File: src/rtl/culsans_tohost_monitor_if.sv
// Snooped AXI write-path signals (AW and W channels) seen by the tohost monitor.
interface culsans_tohost_monitor_if #(
  parameter int unsigned AddrWidth = 64,
  parameter int unsigned DataWidth = 64
);
  logic                   aw_valid_i;
  logic                   aw_ready_i;
  logic [AddrWidth-1:0]   aw_addr_i;
  logic                   w_valid_i;
  logic                   w_ready_i;
  logic [DataWidth-1:0]   w_data_i;
  logic [DataWidth/8-1:0] w_strb_i;
  logic                   w_last_i;

  modport master (
    output aw_valid_i, aw_ready_i, aw_addr_i,
    output w_valid_i, w_ready_i, w_data_i, w_strb_i, w_last_i
  );

  modport slave (
    input aw_valid_i, aw_ready_i, aw_addr_i,
    input w_valid_i, w_ready_i, w_data_i, w_strb_i, w_last_i
  );
endinterface

File: src/rtl/culsans_tohost_monitor.sv
// Passive HTIF tohost snooper: pairs AW matches with first W beats in order, merges into a shadow word.
// exit_o updates on the edge that pops a matching pair; never backpressures the bus (overflow drops + flags).
module culsans_tohost_monitor #(
  parameter int unsigned          AddrWidth  = 64,
  parameter int unsigned          DataWidth  = 64,
  parameter logic [63:0]          DramBase   = 64'h8000_0000,
  parameter logic [AddrWidth-1:0] TohostAddr = AddrWidth'(DramBase + 64'h1000),
  parameter int unsigned          FifoDepth  = 4
) (
  input  logic                     clk_i,
  input  logic                     rst,
  culsans_tohost_monitor_if.slave  bus,
  output logic [31:0]              exit_o,
  output logic [15:0]              syscall_cnt_o,
  output logic                     overflow_o
);

  localparam int unsigned PtrW = $clog2(FifoDepth);
  localparam logic [PtrW:0] Full = (PtrW+1)'(FifoDepth);

  typedef struct packed {
    logic [3:0]  strb;
    logic [31:0] dat;
  } wbeat_t;

  logic [FifoDepth-1:0] aw_mem;
  logic [PtrW-1:0]      aw_rptr, aw_wptr;
  logic [PtrW:0]        aw_cnt;
  wbeat_t               w_mem [FifoDepth];
  logic [PtrW-1:0]      w_rptr, w_wptr;
  logic [PtrW:0]        w_cnt;

  logic        beat0;
  logic [31:0] shadow;

  logic        aw_push, aw_full, aw_wr;
  logic        w_hs, w_push, w_full, w_wr;
  logic        pop, match;
  wbeat_t      head;
  logic [31:0] merged;

  // Bits outside the tohost word and the 8-byte aligned address are irrelevant here.
  logic unused_bits;
  assign unused_bits = ^{bus.aw_addr_i[2:0], bus.w_data_i[DataWidth-1:32],
                         bus.w_strb_i[DataWidth/8-1:4]};

  assign match   = (bus.aw_addr_i[AddrWidth-1:3] == TohostAddr[AddrWidth-1:3]);
  assign pop     = (aw_cnt != '0) && (w_cnt != '0);
  assign aw_push = bus.aw_valid_i & bus.aw_ready_i;
  assign aw_full = (aw_cnt == Full);
  assign aw_wr   = aw_push & (~aw_full | pop);
  assign w_hs    = bus.w_valid_i & bus.w_ready_i;
  assign w_push  = w_hs & beat0;
  assign w_full  = (w_cnt == Full);
  assign w_wr    = w_push & (~w_full | pop);
  assign head    = w_mem[w_rptr];

  always_comb begin
    merged = shadow;
    for (int b = 0; b < 4; b++) begin
      if (head.strb[b]) merged[8*b +: 8] = head.dat[8*b +: 8];
    end
  end

  always_ff @(posedge clk_i) begin
    if (aw_wr) aw_mem[aw_wptr] <= match;
    if (w_wr)  w_mem[w_wptr]   <= '{strb: bus.w_strb_i[3:0], dat: bus.w_data_i[31:0]};
  end

  always_ff @(posedge clk_i or negedge rst) begin
    if (!rst) begin
      aw_rptr       <= '0;
      aw_wptr       <= '0;
      aw_cnt        <= '0;
      w_rptr        <= '0;
      w_wptr        <= '0;
      w_cnt         <= '0;
      beat0         <= 1'b1;
      shadow        <= '0;
      exit_o        <= '0;
      syscall_cnt_o <= '0;
      overflow_o    <= 1'b0;
    end else begin
      if (aw_wr) aw_wptr <= aw_wptr + 1'b1;
      if (w_wr)  w_wptr  <= w_wptr + 1'b1;
      if (pop) begin
        aw_rptr <= aw_rptr + 1'b1;
        w_rptr  <= w_rptr + 1'b1;
      end
      aw_cnt <= aw_cnt + (PtrW+1)'(aw_wr) - (PtrW+1)'(pop);
      w_cnt  <= w_cnt + (PtrW+1)'(w_wr) - (PtrW+1)'(pop);

      // Only the first beat of each burst carries the word we care about.
      if (w_hs) beat0 <= bus.w_last_i;

      if ((aw_push & aw_full & ~pop) | (w_push & w_full & ~pop)) overflow_o <= 1'b1;

      if (pop && aw_mem[aw_rptr]) begin
        shadow <= merged;
        if (!exit_o[0]) begin
          if (merged[0]) begin
            exit_o <= merged;
          end else if (syscall_cnt_o != 16'hFFFF) begin
            syscall_cnt_o <= syscall_cnt_o + 16'd1;
          end
        end
      end
    end
  end

endmodule
File: src/flat_wrapper.sv
// flat-port wrapper written by rule: the top's interface ports become plain ports
module culsans_tohost_monitor_flat 
#(
  parameter int unsigned          AddrWidth  = 64,
  parameter int unsigned          DataWidth  = 64,
  parameter logic [63:0]          DramBase   = 64'h8000_0000,
  parameter logic [AddrWidth-1:0] TohostAddr = AddrWidth'(DramBase + 64'h1000),
  parameter int unsigned          FifoDepth  = 4
)
  (clk_i, rst, exit_o, syscall_cnt_o, overflow_o, bus_aw_valid_i, bus_aw_ready_i, bus_aw_addr_i, bus_w_valid_i, bus_w_ready_i, bus_w_data_i, bus_w_strb_i, bus_w_last_i);
  culsans_tohost_monitor_if #(.AddrWidth(AddrWidth), .DataWidth(DataWidth)) bus_i ();
  input  logic clk_i;
  input  logic rst;
  output logic [31:0] exit_o;
  output logic [15:0] syscall_cnt_o;
  output logic overflow_o;
  input wire logic [$bits(bus_i.aw_valid_i)-1:0] bus_aw_valid_i;
  input wire logic [$bits(bus_i.aw_ready_i)-1:0] bus_aw_ready_i;
  input wire logic [$bits(bus_i.aw_addr_i)-1:0] bus_aw_addr_i;
  input wire logic [$bits(bus_i.w_valid_i)-1:0] bus_w_valid_i;
  input wire logic [$bits(bus_i.w_ready_i)-1:0] bus_w_ready_i;
  input wire logic [$bits(bus_i.w_data_i)-1:0] bus_w_data_i;
  input wire logic [$bits(bus_i.w_strb_i)-1:0] bus_w_strb_i;
  input wire logic [$bits(bus_i.w_last_i)-1:0] bus_w_last_i;
  assign bus_i.aw_valid_i = bus_aw_valid_i;
  assign bus_i.aw_ready_i = bus_aw_ready_i;
  assign bus_i.aw_addr_i = bus_aw_addr_i;
  assign bus_i.w_valid_i = bus_w_valid_i;
  assign bus_i.w_ready_i = bus_w_ready_i;
  assign bus_i.w_data_i = bus_w_data_i;
  assign bus_i.w_strb_i = bus_w_strb_i;
  assign bus_i.w_last_i = bus_w_last_i;
  culsans_tohost_monitor #(.AddrWidth(AddrWidth), .DataWidth(DataWidth), .DramBase(DramBase), .TohostAddr(TohostAddr), .FifoDepth(FifoDepth)) u_core (.clk_i(clk_i), .rst(rst), .bus(bus_i), .exit_o(exit_o), .syscall_cnt_o(syscall_cnt_o), .overflow_o(overflow_o));
endmodule
File: config.mk
export PLATFORM = sky130hd
export DESIGN_NAME = culsans_tohost_monitor_flat
export DESIGN_NICKNAME = d
export VERILOG_FILES = /design/src/rtl/culsans_tohost_monitor_if.sv /design/src/rtl/culsans_tohost_monitor.sv /design/src/flat_wrapper.sv
export SDC_FILE = /design/constraint.sdc
export NUM_CORES = 1
export LEC_CHECK = 0
export BUFFER_PORTS_ARGS = -buffer_cell sky130_fd_sc_hd__buf_4
export CAP_MARGIN = 20
export CORE_AREA = 2 2 170 172
export CTS_BUF_LIST = sky130_fd_sc_hd__clkbuf_16
export DETAILED_ROUTE_END_ITERATION = 8
export DIE_AREA = 0 0 172 174
export PLACE_DENSITY = 0.52
export SLEW_MARGIN = 20
export SYNTH_ARGS = -nofsm -noshare
export SYNTH_HDL_FRONTEND = slang
export SYNTH_SLANG_ARGS = --single-unit
File: constraint.sdc
create_clock -name clk_i -period 3.8 [get_ports clk_i]
set_input_delay 0 -clock clk_i [delete_from_list [all_inputs] [get_ports clk_i]]
set_output_delay 0 -clock clk_i [all_outputs]
set_load 0.03 [all_outputs]
# Word-level counts from Yosys, hierarchy flattened
# Memory sizes are Yosys's and may differ from the RTL's.
# Index checks and enable logic that the tools add are counted.
[op_classes]
n_addsub = 9
mul = 0
div = 0
n_lt_le_gt_ge = 3
n_eq_ne = 4
n_shift = 0
n_mux = 13
n_bitwise = 17
n_reduce_logical = 7
[op_table]
columns = ["op", "n"]
rows = [
  ["$eq 61x29->1 const B", 1],
  ["$mux 8", 4],
  ["$add 16x1->16 const B", 1],
  ["$ne 16x16->1 const B", 1],
  ["$and 1x1->1", 9],
  ["$add 2x1->2 const B", 4],
  ["$add 3x1->3", 2],
  ["$eq 3x3->1 const B", 2],
  ["$lt 2x3->1 const B", 2],
  ["$mux 1", 6],
  ["$reduce_bool 3->1", 2],
  ["$sub 3x1->3", 2],
  ["$not 1->1", 5],
  ["$bwmux 4", 1],
  ["$reduce_and 4->1", 1],
  ["$logic_and 1x1->1", 3],
  ["$or 1x1->1", 3],
  ["$reduce_and 3->1", 1],
  ["$bmux 1 s2", 1],
  ["$demux 1 s2", 1],
  ["$ge 2x1->1 const B", 1],
]
[word_totals]
register_bits = 100
latch_bits = 0
mem_bits_rw = 144
romBits = 0
in_bits = 143
output_inout_bits = 49
mem_count = 1
[memory_table]
columns = ["name", "words", "width", "rd", "rd_clocked_by_memory_dff", "wr", "line_no", "source"]
rows = [
  ["u_core.w_mem", 4, 36, 1, 0, 1, "culsans_tohost_monitor.sv:29", "wbeat_t w_mem [FifoDepth];"],
]

# Logic depth before layout (Yosys ltp)
# Gate-level depths: netlist of run 1.
[logic_depth]
ltp_word = 6
ltp_mapped = 9
mapped_depth_nobuf = 7

# Worst setup path before layout of run 1
# Ideal clock, no wire load.
[synth_timing]
kind = "reg-to-reg"
startpoint = "register u_core.w_rptr[0]"
endpoint = "register u_core.syscall_cnt_o[14]"
arrival_time_ps = 2354
t_required_ps = 3676
path_slack_ps = 1322
path_stages_with_launch = 8
n_path_buf = 2
period_less_slack_ps = 2478
cell_sequence = "dfrtp_1 > buf_2 > mux4_2 > mux2_4 > or2_1 > clkbuf_2 > or4_1 > o31a_1"
[synth_between]
elab_chain_cells = 4
[synth_lines]
columns = ["item", "line_no", "source"]
rows = [
  ["from (decl)", "culsans_tohost_monitor.sv:30", "logic [PtrW-1:0] w_rptr, w_wptr;"],
  ["from (signal assigned)", "culsans_tohost_monitor.sv:88", "w_rptr <= w_rptr + 1'b1;"],
  ["$mem_v2 4x36", "n/a", ""],
  ["$mux 8", "culsans_tohost_monitor.sv:61", "if (head.strb[b]) merged[8*b +: 8] = head.dat[8*b +: 8];"],
  ["$not 1->1 (no source line)", "n/a", ""],
  ["$reduce_and 4->1 (no source line)", "n/a", ""],
  ["to (signal assigned)", "culsans_tohost_monitor.sv:104", "syscall_cnt_o <= syscall_cnt_o + 16'd1;"],
  ["to (decl)", "culsans_tohost_monitor.sv:14", "output logic [15:0] syscall_cnt_o,"],
]
# Every way passes these cells.
# A chain may end at the register's enable or synchronous reset.

# Worst setup path after layout of run 1
[layout_timing]
startpoint = "register u_core.w_rptr[0]"
endpoint = "register u_core.syscall_cnt_o[10]"
# Same word-level chain as after synthesis.

==> flow_metrics.tcl, run 1 <==
set metrics [dict create \
    status "complete, no violations" \
    worst_slew_pin_slew_ns 0.862 \
    grt_pass1_wl_um 33300 \
    slew_headroom_pct 42.1 \
    dr_total_vias 5745 \
    ant_nets 0 \
    ios 192 \
    layout_min_cycle_time_ns 2.76 \
    startpoint_type "register" \
    clk_pin_slew_ns 0.06 \
    fp.dieH_um 174 \
    place_hpwl_um 13700 \
    io_buffer_count 152 \
    seq_area_frac_synth_pct 71.0 \
    syn_inst 604 \
    cts.sinks 244 \
    synth-edff-count 148 \
    clockPowerShare_pct 27.0 \
    worstPathRequired_ns 4.21 \
    synth_top_area_share_pct 46.1 \
    setup_ws_ns 1.04 \
    synth_ff_type "edfxtp_1" \
    hold_start "bus_w_ready_i" \
    wire_per_inst_um 17.2 \
    clockBufferDepth 3 \
    placementRows 62 \
    final_area_sq_um 12600 \
    clk_latency_ns 0.53 \
    grt_start_max_net_pins 77 \
    synth_area_leaders "edfxtp_1 46%, dfrtp_1 25%, mux4_2 8.4%, o21ai_0 3.4%, mux2i_1 3.2%" \
    syn_nets 761 \
    drive_above_1_share_pct 30.0 \
    initial_core_util_pct 34.2 \
    core_sq_um 28200 \
    hold_ws_ns 0.0268 \
    p_int_w 0.00602 \
    hold_end "u_core.w_wptr[0]" \
    finalHoldViolations 0 \
    synth_area_sq_um 9650 \
    synth.avg_cell_area_sq_um 16.0 \
    die_w_um 172 \
    finalPower_w 0.00900 \
    finClkSkew_ns 0.0161 \
    r2r-start "u_core.w_rptr[0]" \
    drv_cap 0 \
    switching_share_pct 33.1 \
    viasPerCell 4.71 \
    dr.pass1.iters 4 \
    htree_levels 1 \
    synth-warning-count 0 \
    worstPathMaxFanout 8 \
    post_cts_buffers 0 \
    cp-end-kind "register" \
    synth_cell_types 39 \
    setup_tns_ns 0 \
    p_comb_share_pct 32.0 \
    crit_type "register to register" \
    synth-seq-cells 244 \
    worstRegToRegCells 5 \
    rsz0062_at_grt "no" \
    yosysTopAreaCell "edfxtp_1" \
    gp_congestion 0.873 \
    hold_depth 4 \
    pwr_density_cell_nw_per_um2 717 \
    numCtsBuffers 25 \
    hold_path.class "primary input to register" \
    cts_tree "yes" \
    drtIter0Drc 299 \
    r2r_end "u_core.syscall_cnt_o[10]" \
    ys_async_sr_fraction_pct 39.3 \
    arrival_ns 3.17 \
    drt_wl_total_um 21000 \
    fmax_mhz 362 \
    grt.total_usage_pct 14.2 \
    area_growth_pct 30.1 \
    grt_pass1_vias 6240 \
    pre_cts_ws_ns 1.03 \
    post-route-period-util_pct 72.6 \
    cts_root_buffer "clkbuf_16" \
    antenna_found_initial 2 \
    die-area_sq_um 29900 \
    setup_viol 0 \
    placed_area_sq_um 11200 \
    r2r_setup_slack_ns 1.04 \
    power.switching_w 0.00298 \
    power_frac_seq_pct 41.0 \
    power.leakage_nw 4.96 \
    final_nets 971 \
    route.detailed.drc 0 \
    irDropWorstVdd_v 0.000344 \
    finalMaxSlewViolations 0 \
    overflow 0 \
]
==> worst max path at each step <==
stage / depth (start not counted) / to / start
6_report: 5 / u_core.syscall_cnt_o[10] / u_core.w_rptr[0]
5_1_grt: 5 / u_core.exit_o[26] / u_core.w_rptr[0]
4_1_cts: 5 / u_core.exit_o[24] / u_core.w_rptr[0]
3_5_place_dp: 5 / u_core.exit_o[24] / u_core.w_rptr[0]
3_3_place_gp: 5 / u_core.exit_o[26] / u_core.w_rptr[0]
2_1_floorplan: 7 / u_core.syscall_cnt_o[14] / u_core.w_rptr[0]
==> through the flow <==
stage                     instances  utilization, %
final                          1219            44.5
after CTS                      1217            44.4
after detailed placement       1124            39.8
after floorplan                 604               -
after global routing           1219            44.5
after global placement         1124            39.8
==> metal layers <==
metal  share of wire, %  GRT usage, %  vias to the layer above
li1                   -             -                     2704
met1                 40          16.8                     2904
met2                 54          26.5                       94
met3                3.3          2.12                       43
met4                2.7          4.31                        0
met5                  0             0                        -
==> critical path, cell delays in order (launching register included) <==
cell and delay [ns]:
dfrtp_2 0.41, mux4_2 0.70, mux2_4 0.40, nor3_1 0.72, nand4_1 0.25, xnor2_1 0.17
==> final cells by class <==
cell class              count  area [sq um]
inverters                  12          45.0
multi-input cells         322          2660
well taps                 384           480
repair buffers            209          1690
fillers                  2542         15700
clock buffers              25           626
flip-flops and latches    244          6850
clock inverters            21           199
diodes                      2          5.00
==> state kept, by name (all words and copies together), names as in the netlist <==
signal and cells:
u_core.w_mem 144, u_core.exit_o 32, u_core.shadow 32, u_core.syscall_cnt_o 16
u_core.aw_mem 4, u_core.aw_cnt 3, u_core.w_cnt 3, u_core.aw_rptr 2
u_core.aw_wptr 2, u_core.w_rptr 2, u_core.w_wptr 2, u_core.beat0 1
u_core.overflow_o 1
==> cell families after synthesis <==
kind of cell | synth area share, %
flip-flops | 71.0
AND/OR/NAND/NOR | 6.96
AO/OA/AOI/OAI | 3.93
multiplexers | 12.4
buffers and inverters | 1.61
XOR/XNOR | 2.18
adder cells (fa/ha/maj) | 1.97
==> cell usage after synthesis (all sizes together), types with 6 or more instances <==
library cell / number
edfxtp: 148
dfrtp: 95
nand2: 75
o21ai: 65
mux4: 37
mux2i: 31
clkbuf: 20
nor4: 17
xnor2: 14
ha: 12
inv: 12
nand4: 10
xor2: 10
nand3: 9
and2: 8
nor3: 7
buf: 6
==> placed cells by master, fill, tap and decap left out, types with 2 or more instances in the layout <==
| cell | instances |
|---|---|
| inv_1 | 14 |
| and2_2 | 4 |
| o21ai_0 | 65 |
| buf_4 | 161 |
| mux4_2 | 36 |
| diode_2 | 2 |
| clkinv_2 | 4 |
| dfrtp_2 | 2 |
| a31oi_1 | 2 |
| xnor2_1 | 14 |
| nor2_1 | 4 |
| clkinvlp_4 | 4 |
| and3_1 | 3 |
| dlygate4sd3_1 | 47 |
| clkinv_1 | 6 |
| nor3_1 | 7 |
| nand2_1 | 74 |
| nor4b_1 | 2 |
| dfrtp_1 | 93 |
| mux2_2 | 3 |
| edfxtp_1 | 148 |
| ha_1 | 12 |
| nor4_1 | 17 |
| mux2i_1 | 31 |
| bufinv_16 | 3 |
| fa_1 | 2 |
| clkbuf_16 | 25 |
| xor2_1 | 10 |
| nand3_1 | 9 |
| nand4_1 | 10 |
| and2_1 | 4 |
==> power by group through the flow <==
stage	clock (W)	sequential, W	combinational (W)
finish	0.00243	0.00369	0.00288
global route	0.00260	0.00376	0.00321
CTS	0.00249	0.00370	0.00294
global placement	0	0.00372	0.00278
floorplan	0	0.00402	0.00163
detailed placement	0	0.00375	0.00289
==> what timing repair did <==
| action | in CTS | in global routing |
|---|---|---|
| hold endpoints to repair | 227 | 0 |
| resized for setup | 0 | 0 |
| hold buffers | 47 | 0 |
(Power assumes the default switching activity.)
==> run 2: changes to the inputs <==
Clock period 3.8 ns to 2.8 ns, I/O delays scaled along.
==> run 2 against run 1 <==
Critical path depth grew 1. First-iteration DRC count decreased by 13%. Die area did not move. Cell count increased by 0.98%. Global-route usage fell by 0.26 points. Clock skew is essentially flat. Register-to-register slack lost 0.70 ns. Via count fell by 0.45%. Largest cell class unchanged. Largest power group unchanged.
==> flow_metrics.tcl, run 2 (same netlist as run 1, synthesis figures left out) <==
set metrics [dict create \
    setup_viol 0 \
    drive_above_1_share_pct 29.4 \
    area_growth_pct 31.6 \
    clk_latency_ns 0.54 \
    finalMaxSlewViolations 0 \
    power.leakage_nw 5.05 \
    die_w_um 172 \
    io_buffer_count 152 \
    final_cell_mix "160 x buf_4, 148 x edfxtp_1, 93 x dfrtp_1" \
    critPathBufInv 2 \
    crit_family "buffers and inverters" \
    seq_area_sq_um 6850 \
    largest_reg_flops 144 \
    hold_start "bus_w_valid_i" \
    gp_congestion 0.845 \
    grt_pass1_wl_um 32800 \
    place_hpwl_um 13100 \
    hold_ws_ns 0.0246 \
    ant_nets 0 \
    worstPathMaxFanout 4 \
    slew_headroom_pct 45.0 \
    fp.dieH_um 174 \
    core_sq_um 28200 \
    r2r_end "u_core.overflow_o" \
    finalHoldViolations 0 \
    drv_cap 0 \
    overflow 0 \
    rsz0062_at_grt "no" \
    pwr_density_cell_nw_per_um2 951 \
    multiInputGateArea_sq_um 2660 \
    viasPerCell 4.65 \
    hold_end "u_core.w_wptr[0]" \
    grt_pass1_vias 6173 \
    cts.sinks 244 \
    slowest_delay_ns 0.56 \
    hold_depth 4 \
    ios 192 \
    final_nets 985 \
    cp-end-kind "register" \
    post-route-period-util_pct 87.7 \
    hold_path.class "primary input to register" \
    worstRegToRegCells 6 \
    clk_pin_slew_ns 0.06 \
    critPathSlowestCell "dlygate4sd3_1" \
    finClkSkew_ns 0.0157 \
    arrival_ns 2.92 \
    r2r_setup_slack_ns 0.34 \
    route.detailed.drc 0 \
    grt_start_max_net_pins 63 \
    layout_commonest_cell "buf_4" \
    placementRows 62 \
    antennaDiodeCount 0 \
    layout_min_cycle_time_ns 2.46 \
    r2r-start "u_core.w_cnt[1]" \
    grt.total_usage_pct 14.0 \
    cts_root_buffer "clkbuf_16" \
    wire_per_inst_um 16.7 \
    setup_tns_ns 0 \
    numCtsBuffers 26 \
    irDropWorstVdd_v 0.000643 \
    startpoint_type "register" \
    die-area_sq_um 29900 \
    drt_wl_total_um 20600 \
    fmax_mhz 407 \
    top_regs "u_core.w_mem x144, u_core.exit_o x32, u_core.shadow x32" \
    htree_levels 1 \
    post_cts_buffers 0 \
    worstPathRequired_ns 3.26 \
    regMostFlops "u_core.w_mem" \
    path_cells "nor3_1 > and4_1 > a31oi_1 > dlygate4sd3_1 > o21ai_0 > dlygate4sd3_1" \
    dr_total_vias 5719 \
    status "complete, no violations" \
    dr.pass1.iters 4 \
    clockBufferDepth 3 \
    crit_type "register to register" \
    worst_slew_pin_slew_ns 0.825 \
    drtIter0Drc 261 \
    cts_tree "yes" \
    nFillCells 2558 \
    antenna_found_initial 0 \
    initial_core_util_pct 34.2 \
    cp_common_cell "dlygate4sd3_1" \
]
-- run 2: worst max-delay path by stage --
| stage | slack [ns] | start | endpoint | depth (start not counted) |
|---|---|---|---|---|
| 5_1_grt | 0.11 | bus_aw_addr_i[63] | u_core.aw_mem[0] | 7 |
| 2_1_floorplan | 0.32 | u_core.w_rptr[0] | u_core.syscall_cnt_o[14] | 7 |
| 3_5_place_dp | 0.43 | u_core.w_rptr[0] | u_core.syscall_cnt_o[14] | 5 |
| 4_1_cts | 0.36 | u_core.w_cnt[1] | u_core.overflow_o | 6 |
| 6_report | 0.34 | u_core.w_cnt[1] | u_core.overflow_o | 6 |
| 3_3_place_gp | 0.44 | u_core.aw_rptr[0] | u_core.syscall_cnt_o[14] | 5 |
-- run 2: timing repair --
item | 4_1_cts | 5_1_grt
hold buffers | 56 | 0
hold endpoints to repair | 211 | 0
resized for setup | 0 | 0
-- run 2: tightest hold or removal path, stage by stage --
cell     delay (ns)
buf_4          0.11
nand3_1        0.11
a31oi_1        0.13
xnor2_1        0.15
-- run 2: cell type report --
type / instances / area share (%)
sequential: 244 / 54.0
timing repair buffer: 222 / 14.8
tap: 384 / 3.78
clock buffer: 26 / 5.12
inverter: 12 / 0.355
multi-input combinational: 322 / 20.9
clock inverter: 21 / 1.03
-- run 2: per-layer routing --
layer	part of all wire, %	wire length, um	global-route usage, %	up-vias
met4	1.7	359	3.57	0
met2	53	11000	25.8	86
met5	0	0	0	-
met3	3.3	679	1.94	26
li1	-	-	-	2731
met1	42	8550	17.1	2876
-- run 2: power breakdown --
| group | switching [W] | internal (W) | total, W | leakage, nW |
|---|---|---|---|---|
| Sequential | 0.000461 | 0.00459 | 0.00505 | 2.54 |
| Clock | 0.00136 | 0.00177 | 0.00314 | 0.413 |
| Combinational | 0.00218 | 0.00171 | 0.00388 | 2.09 |
-- run 2: stage by stage --
step                power [W]  util, %  cells  worst slack (ns)  instance area, sq um
floorplan             0.00768        -    604             0.322                  9650
global placement      0.00884     40.2   1128             0.436                 11400
detailed placement    0.00903     40.2   1128             0.427                 11400
CTS                    0.0123     45.0   1231             0.364                 12700
global route           0.0129     45.0   1231             0.106                 12700
finish                 0.0121     45.0   1231             0.344                 12700
==> run 3: changes to the inputs <==
Settings changed: CELL_PAD_IN_SITES_DETAIL_PLACEMENT set to 1, CELL_PAD_IN_SITES_GLOBAL_PLACEMENT set to 1, PLACE_DENSITY 0.52 to 0.61.
==> run 3 against run 2 <==
Clock power up 16%. Final area up 0.90%. Core utilization up 0.40 points. Sequential power down 0.8%. Combinational power up 5%. Power up 5.2%.
==> flow_metrics.tcl, run 3 (same netlist as run 1, synthesis figures left out) <==
set metrics [dict create \
    worstPathMaxFanout 4 \
    layout_commonest_cell "buf_4" \
    top_regs "u_core.w_mem x144, u_core.exit_o x32, u_core.shadow x32" \
    hold_path.class "primary input to async pin" \
    worstPathRequired_ns 3.03 \
    route.detailed.drc 0 \
    post_cts_buffers 0 \
    final_cells 1235 \
    post-route-period-util_pct 92.1 \
    fp.dieH_um 174 \
    dr_total_vias 5932 \
    clk_pin_slew_ns 0.06 \
    antenna_found_initial 0 \
    slew_headroom_pct 47.4 \
    cp_common_cell "dlygate4sd3_1" \
    initial_core_util_pct 34.2 \
    critPathSlowestCell "dlygate4sd3_1" \
    numCtsBuffers 26 \
    clk_latency_ns 0.53 \
    power.leakage_nw 5.11 \
    finalHoldViolations 0 \
    gp_congestion 0.815 \
    drt_wl_total_um 22300 \
    clockBufferDepth 3 \
    wire_per_inst_um 18.1 \
    placementRows 62 \
    fmax_mhz 388 \
    grt_pass1_wl_um 35700 \
    setup_tns_ns 0 \
    drv_cap 0 \
    regMostFlops "u_core.w_mem" \
    die_w_um 172 \
    irDropWorstVdd_v 0.000488 \
    path_cells "dlygate4sd3_1 > buf_4 > nor4_1 > dlygate4sd3_1 > nand4_1 > dlygate4sd3_1 > nor4_1" \
    cts_tree "yes" \
    grt.total_usage_pct 15.3 \
    antennaDiodeCount 0 \
    slowest_delay_ns 0.62 \
    nFillCells 2866 \
    cts_root_buffer "clkbuf_16" \
    cp-end-kind "register" \
    rsz0062_at_grt "no" \
    pwr_density_cell_nw_per_um2 991 \
    io_buffer_count 152 \
    fin_util_pct 45.4 \
    area_growth_pct 32.7 \
    finClkSkew_ns 0.0188 \
    viasPerCell 4.80 \
    crit_type "primary input to register" \
    status "complete, no violations" \
    finalMaxSlewViolations 0 \
    largest_reg_flops 144 \
    htree_levels 1 \
    ios 192 \
    die-area_sq_um 29900 \
    dr.pass1.iters 4 \
    final_nets 988 \
    overflow 0 \
    worst_slew_pin_slew_ns 0.786 \
    core_sq_um 28200 \
    ant_nets 0 \
    grt_start_max_net_pins 64 \
    drtIter0Drc 276 \
    drive_above_1_share_pct 30.4 \
    startpoint_type "primary input" \
    arrival_ns 2.81 \
    dp_cells 1132 \
    grt_pass1_vias 6663 \
    layout_min_cycle_time_ns 2.58 \
    place_hpwl_um 14500 \
    setup_viol 0 \
    cts.sinks 244 \
    final_cell_mix "167 x buf_4, 148 x edfxtp_1, 93 x dfrtp_1" \
]
## run 3: changes by cell type in the layout (fill, tap and decap cells not counted)
cell	delta
clkinv_4	-2
clkinvlp_4	+1
bufinv_16	+5
buf_4	+7
clkinv_2	+2
clkinv_1	-1
dlygate4sd3_1	-1
buf_12	-3
inv_1	-4
## run 3: where the power goes
| group | switching [W] | internal (W) |
|---|---|---|
| Combinational | 0.00233 | 0.00173 |
| Clock | 0.00139 | 0.00224 |
| Sequential | 0.000419 | 0.00459 |
| Total | 0.00414 | 0.00856 |
## run 3: final timing paths
| path | from | to | slack, ns | depth (start not counted) |
|---|---|---|---|---|
| setup / recovery | bus_aw_addr_i[32] | u_core.aw_mem[1] | 0.22 | 7 |
| hold / removal | rst | u_core.aw_cnt[2] | 0.08 | 2 |
| setup reg to reg | u_core.w_cnt[1] | u_core.overflow_o | 0.36 | 6 |
| hold reg to reg | u_core.shadow[5] | u_core.shadow[5] | 0.48 | 2 |
| max in group asynchronous | rst | u_core.shadow[28] | 2.01 | 3 |
| min in group clk_i | bus_w_ready_i | u_core.w_wptr[0] | 0.08 | 4 |
## run 3: through the flow
stage                     hold WS (ns)  area (sq um)  total power [W]  worst slack, ns
after floorplan                 -0.296          9650          0.00768            0.322
after global placement           0.119         11300          0.00894            0.419
after detailed placement         0.121         11300          0.00914            0.414
after CTS                       0.0731         12800           0.0129            0.272
after global routing            0.0821         12800           0.0135            0.106
final                           0.0785         12800           0.0127            0.220
## run 3: what timing repair did
action | in CTS | in global routing
resized for setup | 0 | 0
hold buffers | 55 | 0
hold endpoints to repair | 205 | 0
## run 3: layer usage
layer | routed length (um) | up-vias | track usage [%]
li1 | - | 2735 | -
met1 | 8950 | 3006 | 18.4
met2 | 11900 | 152 | 28.3
met3 | 968 | 39 | 2.28
met4 | 524 | 0 | 4.38
met5 | 0 | - | 0
## run 3: worst max-delay path, delay by kind of cell
kind / cells / cell delay (ns)
buffers and inverters: 4 / 1.87
AND/OR/NAND/NOR: 3 / 0.93
## run 3: final cells by class
cell class | instances | area, sq um | share of cell area, %
Tap cell | 384 | 480 | 3.75
Inverter | 12 | 45.0 | 0.352
Multi-Input combinational cell | 322 | 2660 | 20.7
Clock inverter | 22 | 263 | 2.05
Clock buffer | 26 | 651 | 5.08
Sequential cell | 244 | 6850 | 53.5
Timing Repair Buffer | 225 | 1860 | 14.6
